--- src/rtl/tp_stretch_sel_pkg.sv ---
// rtl/tp_stretch_sel_pkg.sv - shared constants and types for the test-point selector
//
// Purpose:
//   Mode encodings for the test-point mux, the mode-change FSM state type and
//   the default timing parameters used by tp_stretch_sel and tp_pulse_stretch.
//
// Ports: none (package).

package tp_pkg;

    // Test-point views selectable at run time
    localparam logic [1:0] TP_MODE_LVL = 2'd0;   // raw levels
    localparam logic [1:0] TP_MODE_STR = 2'd1;   // stretched events
    localparam logic [1:0] TP_MODE_MIX = 2'd2;   // stretched high half, levels low half
    localparam logic [1:0] TP_MODE_CNT = 2'd3;   // EVT_IN[0] edge count

    // Mode-change FSM
    typedef enum logic {
        TP_RUN  = 1'b0,
        TP_BLNK = 1'b1
    } tp_state_e;

    // Default sizing
    localparam int TP_NIN_DEF     = 16;
    localparam int TP_STRETCH_DEF = 8;
    localparam int TP_BLANK_DEF   = 2;

    // Width of the per-bit stretch counter and the blanking counter
    localparam int TP_STR_CNT_W   = 8;
    localparam int TP_BLANK_CNT_W = 4;

    // Width of the event counter shown in TP_MODE_CNT
    localparam int TP_EVT_CNT_W   = 16;

endpackage

--- src/rtl/tp_pulse_stretch.sv ---
// rtl/tp_pulse_stretch.sv - one-bit rising-edge detector with a retriggerable stretcher
//
// Purpose:
//   Detects a rising edge on a single event strobe and holds str_o high for
//   STRETCH cycles. A new edge during the hold reloads the counter so the
//   pulse is extended rather than counted twice.
//
// Ports:
//   clk_i   in   system clock
//   rst_i   in   asynchronous active-high reset
//   evt_i   in   event strobe (only rising edges matter)
//   edge_o  out  combinational one-cycle edge strobe (evt_i=1, previous=0)
//   str_o   out  stretched pulse, high while the hold counter is nonzero

module tp_pulse_stretch
    import tp_pkg::*;
#(
    parameter int STRETCH = TP_STRETCH_DEF
) (
    input  logic clk_i,
    input  logic rst_i,
    input  logic evt_i,
    output logic edge_o,
    output logic str_o
);

    logic                    prev_q;
    logic [TP_STR_CNT_W-1:0] cnt_q;
    logic [TP_STR_CNT_W-1:0] cnt_d;

    // prev_q resets high so an input already high at reset release is not
    // seen as an edge.
    assign edge_o = evt_i & ~prev_q;

    always_comb begin
        cnt_d = cnt_q;
        if (edge_o) begin
            cnt_d = TP_STR_CNT_W'(STRETCH);
        end else if (cnt_q != '0) begin
            cnt_d = cnt_q - TP_STR_CNT_W'(1);
        end
    end

    always_ff @(posedge clk_i or posedge rst_i) begin
        if (rst_i) begin
            prev_q <= 1'b1;
            cnt_q  <= '0;
        end else begin
            prev_q <= evt_i;
            cnt_q  <= cnt_d;
        end
    end

    assign str_o = (cnt_q != '0);

endmodule

--- src/rtl/tp_stretch_sel.sv ---
// rtl/tp_stretch_sel.sv - debug event stretcher and test-point view selector
//
// Purpose:
//   Stretches single-cycle event strobes, multiplexes levels / stretched
//   events / a mix / an event count onto a registered test-point word, lets
//   software change the view through a load/ack handshake with output
//   blanking, and emits a one-cycle scope trigger on a selectable event bit.
//
// Ports:
//   CLK       in   system clock
//   RST       in   asynchronous active-high reset
//   EVT_IN    in   [NIN] event strobes, rising edges used
//   LVL_IN    in   [NIN] level signals
//   SEL_LD    in   one-cycle request to load SEL_DATA as the new mode
//   SEL_DATA  in   [2] requested mode
//   TRIG_SEL  in   [4] EVT_IN bit index driving TRIG_OUT
//   SEL_ACK   out  one-cycle pulse when the new mode is live
//   TRIG_OUT  out  one-cycle trigger following an edge on EVT_IN[TRIG_SEL]
//   TP_OUT    out  [NIN] registered test-point word

module tp_stretch_sel
    import tp_pkg::*;
#(
    parameter int NIN     = TP_NIN_DEF,
    parameter int STRETCH = TP_STRETCH_DEF,
    parameter int BLANK   = TP_BLANK_DEF
) (
    input  logic           CLK,
    input  logic           RST,
    input  logic [NIN-1:0] EVT_IN,
    input  logic [NIN-1:0] LVL_IN,
    input  logic           SEL_LD,
    input  logic [1:0]     SEL_DATA,
    input  logic [3:0]     TRIG_SEL,
    output logic           SEL_ACK,
    output logic           TRIG_OUT,
    output logic [NIN-1:0] TP_OUT
);

    localparam int HALF = NIN / 2;

    // ------------------------------------------------------------------
    // Per-bit edge detect and stretch
    // ------------------------------------------------------------------
    logic [NIN-1:0] evt_edge;
    logic [NIN-1:0] str;

    for (genvar g = 0; g < NIN; g++) begin : g_bit
        tp_pulse_stretch #(
            .STRETCH (STRETCH)
        ) u_str (
            .clk_i  (CLK),
            .rst_i  (RST),
            .evt_i  (EVT_IN[g]),
            .edge_o (evt_edge[g]),
            .str_o  (str[g])
        );
    end

    // ------------------------------------------------------------------
    // State
    // ------------------------------------------------------------------
    tp_state_e                 state_q;
    logic [1:0]                mode_q;
    logic [1:0]                pend_q;
    logic [TP_BLANK_CNT_W-1:0] blank_q;
    logic                      sel_ack_q;
    logic                      trig_q;
    logic [NIN-1:0]            tp_q;
    logic [NIN-1:0]            tp_d;
    logic [TP_EVT_CNT_W-1:0]   evt_cnt_q;
    logic [TP_EVT_CNT_W-1:0]   evt_cnt_d;

    // The cycle in which the blank counter has run out is the cycle the
    // pending mode becomes live. The output register is loaded with the new
    // view in that same cycle so the first non-blank word is already the new
    // mode and SEL_ACK lines up with it.
    logic       going_live;
    logic [1:0] view_mode;
    logic       live_cnt_clr;

    assign going_live   = (state_q == TP_BLNK) && (blank_q == '0);
    assign view_mode    = going_live ? pend_q : mode_q;
    assign live_cnt_clr = going_live && (pend_q == TP_MODE_CNT);

    // ------------------------------------------------------------------
    // Event counter on EVT_IN[0]; wraps naturally at the top
    // ------------------------------------------------------------------
    always_comb begin
        evt_cnt_d = evt_cnt_q;
        if (live_cnt_clr) begin
            evt_cnt_d = '0;
        end else if (evt_edge[0]) begin
            evt_cnt_d = evt_cnt_q + TP_EVT_CNT_W'(1);
        end
    end

    // ------------------------------------------------------------------
    // Test-point view mux and blanking
    // ------------------------------------------------------------------
    always_comb begin
        tp_d = '0;
        if (state_q == TP_RUN || going_live) begin
            unique case (view_mode)
                TP_MODE_LVL: tp_d = LVL_IN;
                TP_MODE_STR: tp_d = str;
                TP_MODE_MIX: tp_d = {str[NIN-1:HALF], LVL_IN[HALF-1:0]};
                TP_MODE_CNT: tp_d = live_cnt_clr ? '0 : NIN'(evt_cnt_q);
                default:     tp_d = '0;
            endcase
        end
    end

    // ------------------------------------------------------------------
    // Mode-change FSM with registered outputs
    // ------------------------------------------------------------------
    always_ff @(posedge CLK or posedge RST) begin
        if (RST) begin
            state_q   <= TP_RUN;
            mode_q    <= TP_MODE_LVL;
            pend_q    <= TP_MODE_LVL;
            blank_q   <= '0;
            sel_ack_q <= 1'b0;
            trig_q    <= 1'b0;
            tp_q      <= '0;
            evt_cnt_q <= '0;
        end else begin
            sel_ack_q <= 1'b0;
            trig_q    <= evt_edge[TRIG_SEL];
            tp_q      <= tp_d;
            evt_cnt_q <= evt_cnt_d;

            unique case (state_q)
                TP_RUN: begin
                    if (SEL_LD) begin
                        pend_q  <= SEL_DATA;
                        blank_q <= TP_BLANK_CNT_W'(BLANK);
                        state_q <= TP_BLNK;
                    end
                end
                TP_BLNK: begin
                    // SEL_LD is deliberately not looked at here.
                    if (blank_q == '0) begin
                        mode_q    <= pend_q;
                        sel_ack_q <= 1'b1;
                        state_q   <= TP_RUN;
                    end else begin
                        blank_q <= blank_q - TP_BLANK_CNT_W'(1);
                    end
                end
                default: state_q <= TP_RUN;
            endcase
        end
    end

    assign SEL_ACK  = sel_ack_q;
    assign TRIG_OUT = trig_q;
    assign TP_OUT   = tp_q;

endmodule
--- config.mk ---
export PLATFORM = sky130hd
export DESIGN_NAME = tp_stretch_sel
export DESIGN_NICKNAME = d
export VERILOG_FILES = /design/src/rtl/tp_stretch_sel_pkg.sv /design/src/rtl/tp_pulse_stretch.sv /design/src/rtl/tp_stretch_sel.sv
export SDC_FILE = /design/constraint.sdc
export NUM_CORES = 1
export LEC_CHECK = 0
export ABC_AREA = 1
export BUFFER_PORTS_ARGS = -buffer_cell sky130_fd_sc_hd__buf_2
export CAP_MARGIN = 20
export CORE_ASPECT_RATIO = 1.5
export CORE_MARGIN = 2
export CORE_UTILIZATION = 60
export DETAILED_ROUTE_END_ITERATION = 8
export HOLD_SLACK_MARGIN = 0.02
export PLACE_DENSITY = 0.87
export SETUP_SLACK_MARGIN = 0.15
export SLEW_MARGIN = 5
export SYNTH_ARGS = -nofsm -noshare
export SYNTH_HDL_FRONTEND = slang
export SYNTH_SLANG_ARGS = --single-unit
--- constraint.sdc ---
create_clock -name CLK -period 6.9 [get_ports CLK]
set_clock_uncertainty 0.05 [all_clocks]
set_input_delay 0 -clock CLK [delete_from_list [all_inputs] [get_ports CLK]]
set_output_delay 0 -clock CLK [all_outputs]
set_load 0.05 [all_outputs]
## Yosys cells after proc, flatten, opt, wreduce, memory -nomap -nowiden

Cells that the tools add are included.
W data, S select, Z words.

- Add/sub/neg operators: 18
- $mul: 0
- Divide/modulo/power cells: 0
- Order comparisons: 1
- Equality and inequality tests: 6
- Shift-type cells: 0
- Multiplexer cells: 48
- Bitwise logic cells: 33
- Reduce and logical (&&, ||, !) cells: 41

Operator list:

| kind | count |
|---|---|
| $mux W8 | 32 |
| $reduce_bool A8 Y1 | 16 |
| $sub A8 B1 Y8 const B | 16 |
| $mux W16 | 4 |
| $pmux W16 S4 | 1 |
| $reduce_bool A2 Y1 | 17 |
| $not A1 Y1 | 17 |
| $add A16 B1 Y16 const B | 1 |
| $and A1 B1 Y1 | 16 |
| $mux W4 | 2 |
| $pmux W4 S2 | 1 |
| $eq A2 B2 Y1 const B | 3 |
| $reduce_and A2 Y1 | 3 |
| $lt A4 B5 Y1 const B | 1 |
| $mux W1 | 5 |
| $bmux W1 S4 | 1 |
| $logic_not A4 Y1 | 1 |
| $ne A2 B2 Y1 const B | 2 |
| $sub A4 B1 Y4 const B | 1 |
| $eq A2 B1 Y1 const B | 1 |
| $logic_and A1 B1 Y1 | 2 |
| $logic_not A2 Y1 | 1 |
| $mux W2 | 1 |
| $pmux W1 S2 | 1 |
| $logic_or A1 B1 Y1 | 1 |

- Register bits after elaboration: 187
- Latch bits: 0
- RAM bits: 0
- Bits in read-only memories: 0
- Input port bits: 41
- Output and inout port bits: 18
- Memories: 0

## Depth between registers and ports, before layout

- Depth after elaboration: 6
- Depth in mapped cells: 11

## By module

From an unflattened synthesis, not the netlist that was laid out.

- Cell total of the unflattened synthesis: 1413
- Area total of the unflattened synthesis: 11135.7 µm²

Modules (own cells, without submodules):

| module | times used | cells an instance | area an instance (µm²) | sequential area each (µm²) |
|---|---|---|---|---|
| tp_pulse_stretch | 16 | 66 | 533.0 | 226.5 |
| tp_stretch_sel | 1 | 357 | 2607.5 | 1076.0 |

## Worst setup path after synthesis

No wires, ideal clock.

- Kind: register to register
- Start point: reg blank_q[0]
- End point: reg tp_q[13], in the netlist TP_OUT[13]
- Setup time: 0.121 ns
- Arrival: 1.470 ns
- Data required time: 6.729 ns
- Slack: 5.259 ns
- Stages on the path, launching flop included: 12
- Cells stage by stage: dfrtp_1 > inv_1 > ha_1 > clkbuf_2 > nand3_4 > nand2_1 > nand2_4 > buf_6 > nand3_1 > nand2_1 > nor2_1 > nor2_1

- Longest elaborated chain between the ends: 6

RTL lines:

| item | line | RTL |
|---|---|---|
| from (decl) | tp_stretch_sel.sv:66 | `logic [TP_BLANK_CNT_W-1:0] blank_q;` |
| from (signal assigned) | tp_stretch_sel.sv:137 | `blank_q <= TP_BLANK_CNT_W'(BLANK);` |
| from (signal assigned) | tp_stretch_sel.sv:148 | `blank_q <= blank_q - TP_BLANK_CNT_W'(1);` |
| $logic_not A4 Y1 * | tp_stretch_sel.sv:82 | `assign going_live = (state_q == TP_BLNK) && (blank_q == '0);` |
| $logic_and A1 B1 Y1 * | tp_stretch_sel.sv:82 |  |
| $mux W2 / $logic_and A1 B1 Y1 (equally long branches) | tp_stretch_sel.sv:83, tp_stretch_sel.sv:84 |  |
| $eq A2 B2 Y1, or another cell as far along | tp_stretch_sel.sv:104 | `unique case (view_mode)` |
| $pmux W16 S4 | tp_stretch_sel.sv:104 |  |
| $mux W16 * | tp_stretch_sel.sv:103 | `if (state_q == TP_RUN \|\| going_live) begin` |
| named net tp_d[13] | tp_stretch_sel.sv:70 | `logic [NIN-1:0] tp_d;` |
| to (signal assigned) | tp_stretch_sel.sv:130 | `tp_q <= tp_d;` |
| to (decl) | tp_stretch_sel.sv:69 | `logic [NIN-1:0] tp_q;` |

Mark *: on every way through the listed nets, which the timed path passes. The rest lies on a longest branch.
A chain may end at the register's enable or synchronous reset.

## Final worst setup path

- Start point: reg g_bit[11].u_str.prev_q
- End point: reg trig_q, in the netlist TRIG_OUT

- Longest elaborated chain between the ends: 4

RTL lines:

| item | line | RTL |
|---|---|---|
| from (decl) | tp_pulse_stretch.sv:27 | `logic prev_q;` |
| from (signal assigned) | tp_pulse_stretch.sv:49 | `prev_q <= evt_i;` |
| $not A1 Y1 | tp_pulse_stretch.sv:33 | `assign edge_o = evt_i & ~prev_q;` |
| $and A1 B1 Y1 | tp_pulse_stretch.sv:33 |  |
| $bmux W1 S4 | tp_stretch_sel.sv:129 | `trig_q <= evt_edge[TRIG_SEL];` |
| $mux W1 (implied by the code) | tp_stretch_sel.sv:129 |  |
| to (signal assigned) | tp_stretch_sel.sv:129 |  |
| to (decl) | tp_stretch_sel.sv:68 | `logic trig_q;` |

No other way between the ends. The select of a mux whose other input is x is not followed.

==> flow_summary.ini <==
[yosys]
avgSynthCellArea_um2 = 7.72
ys_seq_area_frac = 0.467
synthTopCellsByArea = dfrtp_1 43%, inv_1 9.0%, nand2_1 8.3%, nor2_1 7.9%, nand3_1 5.2%
synth_cells = 1303
synth_commonest_cells = 242 x inv_1, 222 x nand2_1, 213 x nor2_1
yosysTopAreaCell = dfrtp_1
ys_warn_count = 0
synth_edf_count = 0
synth_most_common_cell = inv_1
synth_top_area_frac = 0.425
synthesis.area_um2 = 10100
synth_nets = 1378
synth-async-reset-ratio = 1.00
synth_flop_cell = dfrtp_1
ys_types = 37
ys_ff_latch = 187

[pwr]
irDropWorstVdd_mv = 0.253
clkPwrFrac = 0.198
intPower_mw = 2.88
power_frac_seq = 0.348
fin_total_pwr_mw = 5.16
p_sw_frac = 0.442
p_leak_nw = 5.86
combPwrFrac = 0.455
p_sw_mw = 2.28
pwr_density_cell_nw_per_um2 = 445

[worst_setup_path]
timing.rr.start = g_bit[11].u_str.prev_q
arrival_ns = 3.02
reg2reg_to = TRIG_OUT
criticalPathCategory = reg2reg
reg2reg_depth = 9
path_delay_family = buffers and inverters
critPathMaxStageDelay_ns = 0.55
r2r_slack_ns = 4.21
cp_num_buf_inv = 3
crit_chain = nor2_1, inv_1, a21oi_1, o21ai_0, nand3_1, nand3_1, dlygate4sd3_1, nand2_1, dlygate4sd3_1
slowest_stage = dlygate4sd3_1
path_depth = 9
critPathCapture = TRIG_OUT
end_kind = flip-flop
worstPathRequired_ns = 7.23
path_max_fanout = 6
crit_start = g_bit[11].u_str.prev_q
setup.worst_path.start_class = flip-flop

[routing]
drt-total-wl_um = 23500
drtPass1Iterations = 6
drcViolationCount = 0
drtAntennaViolNets = 0
vias_per_cell = 5.56
drt_iter0_drc = 573
wl_per_cell_um = 14.4
dr_total_vias = 9100

[die]
die_h_um = 163
die_area_um2 = 17800
core_um2 = 16600
pin_count = 59
initial_core_util = 0.605
fp.dieW_um = 110
rows = 58

[clock_tree]
numClockSinks = 187
cts_root_buffer = clkbuf_16
cts_setup_buffers = 0
clock_latency_ns = 0.45
clock_tree.buffer_depth = 2
cts_made_buffers = 17
cts_tree = built
clkSlewWorstSetupHoldPaths_ns = 0.07
htree_levels = 4

[placement]
dpl_worst_slack_ns = 4.89
place_congestion = 0.895
placed_cell_area_um2 = 10600
dp_hpwl_um = 16700
port_buffers = 58
numPlacedInstances = 1561

[timing]
min_period_ns = 2.69
tns_ns = 0
finalCritPeriodShare = 0.389
clock.fmax_mhz = 372
max_slew_margin = 0.333
fin_ws_ns = 4.21
holdWs_ns = 0.149
setup_violations = 0
hold_viol_final = 0
tightest_slew_ns = 1.00
rsz0062_at_grt = false
final_max_slew_viol_count = 0

[grt]
grt_pass1_wl_um = 40600
grt_max_degree = 109
grt.total_usage = 0.286
overflow = 0
grt_pass1_vias = 9225
antenna_found_initial = 0

[final_layout]
fin_area_um2 = 11600
layout.nets = 1488
final_util = 0.699
final_cells = 1636
drive_gt1_frac = 0.0975
area.growth.synth_to_final_pct = 15.4
diodes = 0

[outcome]
status = completed

[run]
cap_violations = 0

[hold_path]
min_path_type = in2reg
[cells by family after synthesis]
group                    synth area share
AO/OA/AOI/OAI                      0.0813
buffers and inverters              0.0973
adder cells (fa/ha/maj)            0.0423
XOR/XNOR                           0.0157
flip-flops                          0.467
AND/OR/NAND/NOR                     0.296
[state kept, by name (all words and copies together) (netlist names)]
name	count
SEL_ACK	1
TP_OUT	16
TRIG_OUT	1
blank_q	4
evt_cnt_q	16
g_bit.u_str.cnt_q	128
g_bit.u_str.prev_q	16
mode_q	2
pend_q	2
state_q	1
[layer usage]
| layer | wire length, um | track usage |
|---|---|---|
| met1 | 9360 | 0.334 |
| met2 | 12200 | 0.499 |
| met3 | 1100 | 0.0516 |
| met4 | 893 | 0.140 |
| met5 | 0 | 0 |
[how the worst min path moves through the flow]
stage                     startpoint                      to  slack [ns]  depth (start not counted)
final                      EVT_IN[7]   g_bit[7].u_str.prev_q        0.15                          2
after floorplan            EVT_IN[0]   g_bit[0].u_str.prev_q       -0.05                          0
after detailed placement  EVT_IN[14]  g_bit[14].u_str.prev_q        0.07                          1
after global routing       EVT_IN[3]   g_bit[3].u_str.prev_q        0.16                          2
after CTS                 EVT_IN[14]  g_bit[14].u_str.prev_q        0.14                          2
after global placement    EVT_IN[11]  g_bit[11].u_str.prev_q        0.07                          1
[power groups by stage]
stage          Sequential, mW  Combinational (mW)  Clock, mW
3_3_place_gp             1.78                2.16          0
5_1_grt                  1.84                2.68       1.07
6_report                 1.80                2.35       1.02
2_1_floorplan            1.87                1.69          0
4_1_cts                  1.79                2.32       1.03
3_5_place_dp             1.80                2.27          0
[cells in the final DEF, fill, tap and decap left out, types with 4 or more instances in the layout]
master	n
inv_1	241
nand2_1	222
nor2_1	213
dfrtp_1	171
nand3_1	105
buf_2	58
o21ai_0	52
a21oi_1	46
dlygate4sd3_1	43
nor3_1	36
ha_1	34
nor4_1	31
nand4_1	22
a31oi_1	18
clkbuf_16	17
xor2_1	16
dfstp_2	16
a211oi_1	11
o31ai_1	7
nor2_2	6
o211ai_1	6
nor3_2	5
or2_2	5
nand2_4	5
nand2_2	4
a41oi_1	4
[repair_timing]
| action | in CTS | in global routing |
|---|---|---|
| endpoints found under the setup margin | 0 | 0 |
| gates resized for setup | 0 | 0 |
| endpoints found under the hold margin | 162 | 0 |
| hold buffers | 43 | 0 |
[cell type report]
class / instances / area, um2
fill: 1300 / 5010
tap: 210 / 263
sequential: 187 / 4700
multi-input combinational: 860 / 4380
clock inverter: 11 / 145
clock buffer: 21 / 460
inverter: 244 / 923
timing repair buffer: 103 / 736
Power figures use the tool's default switching activity.
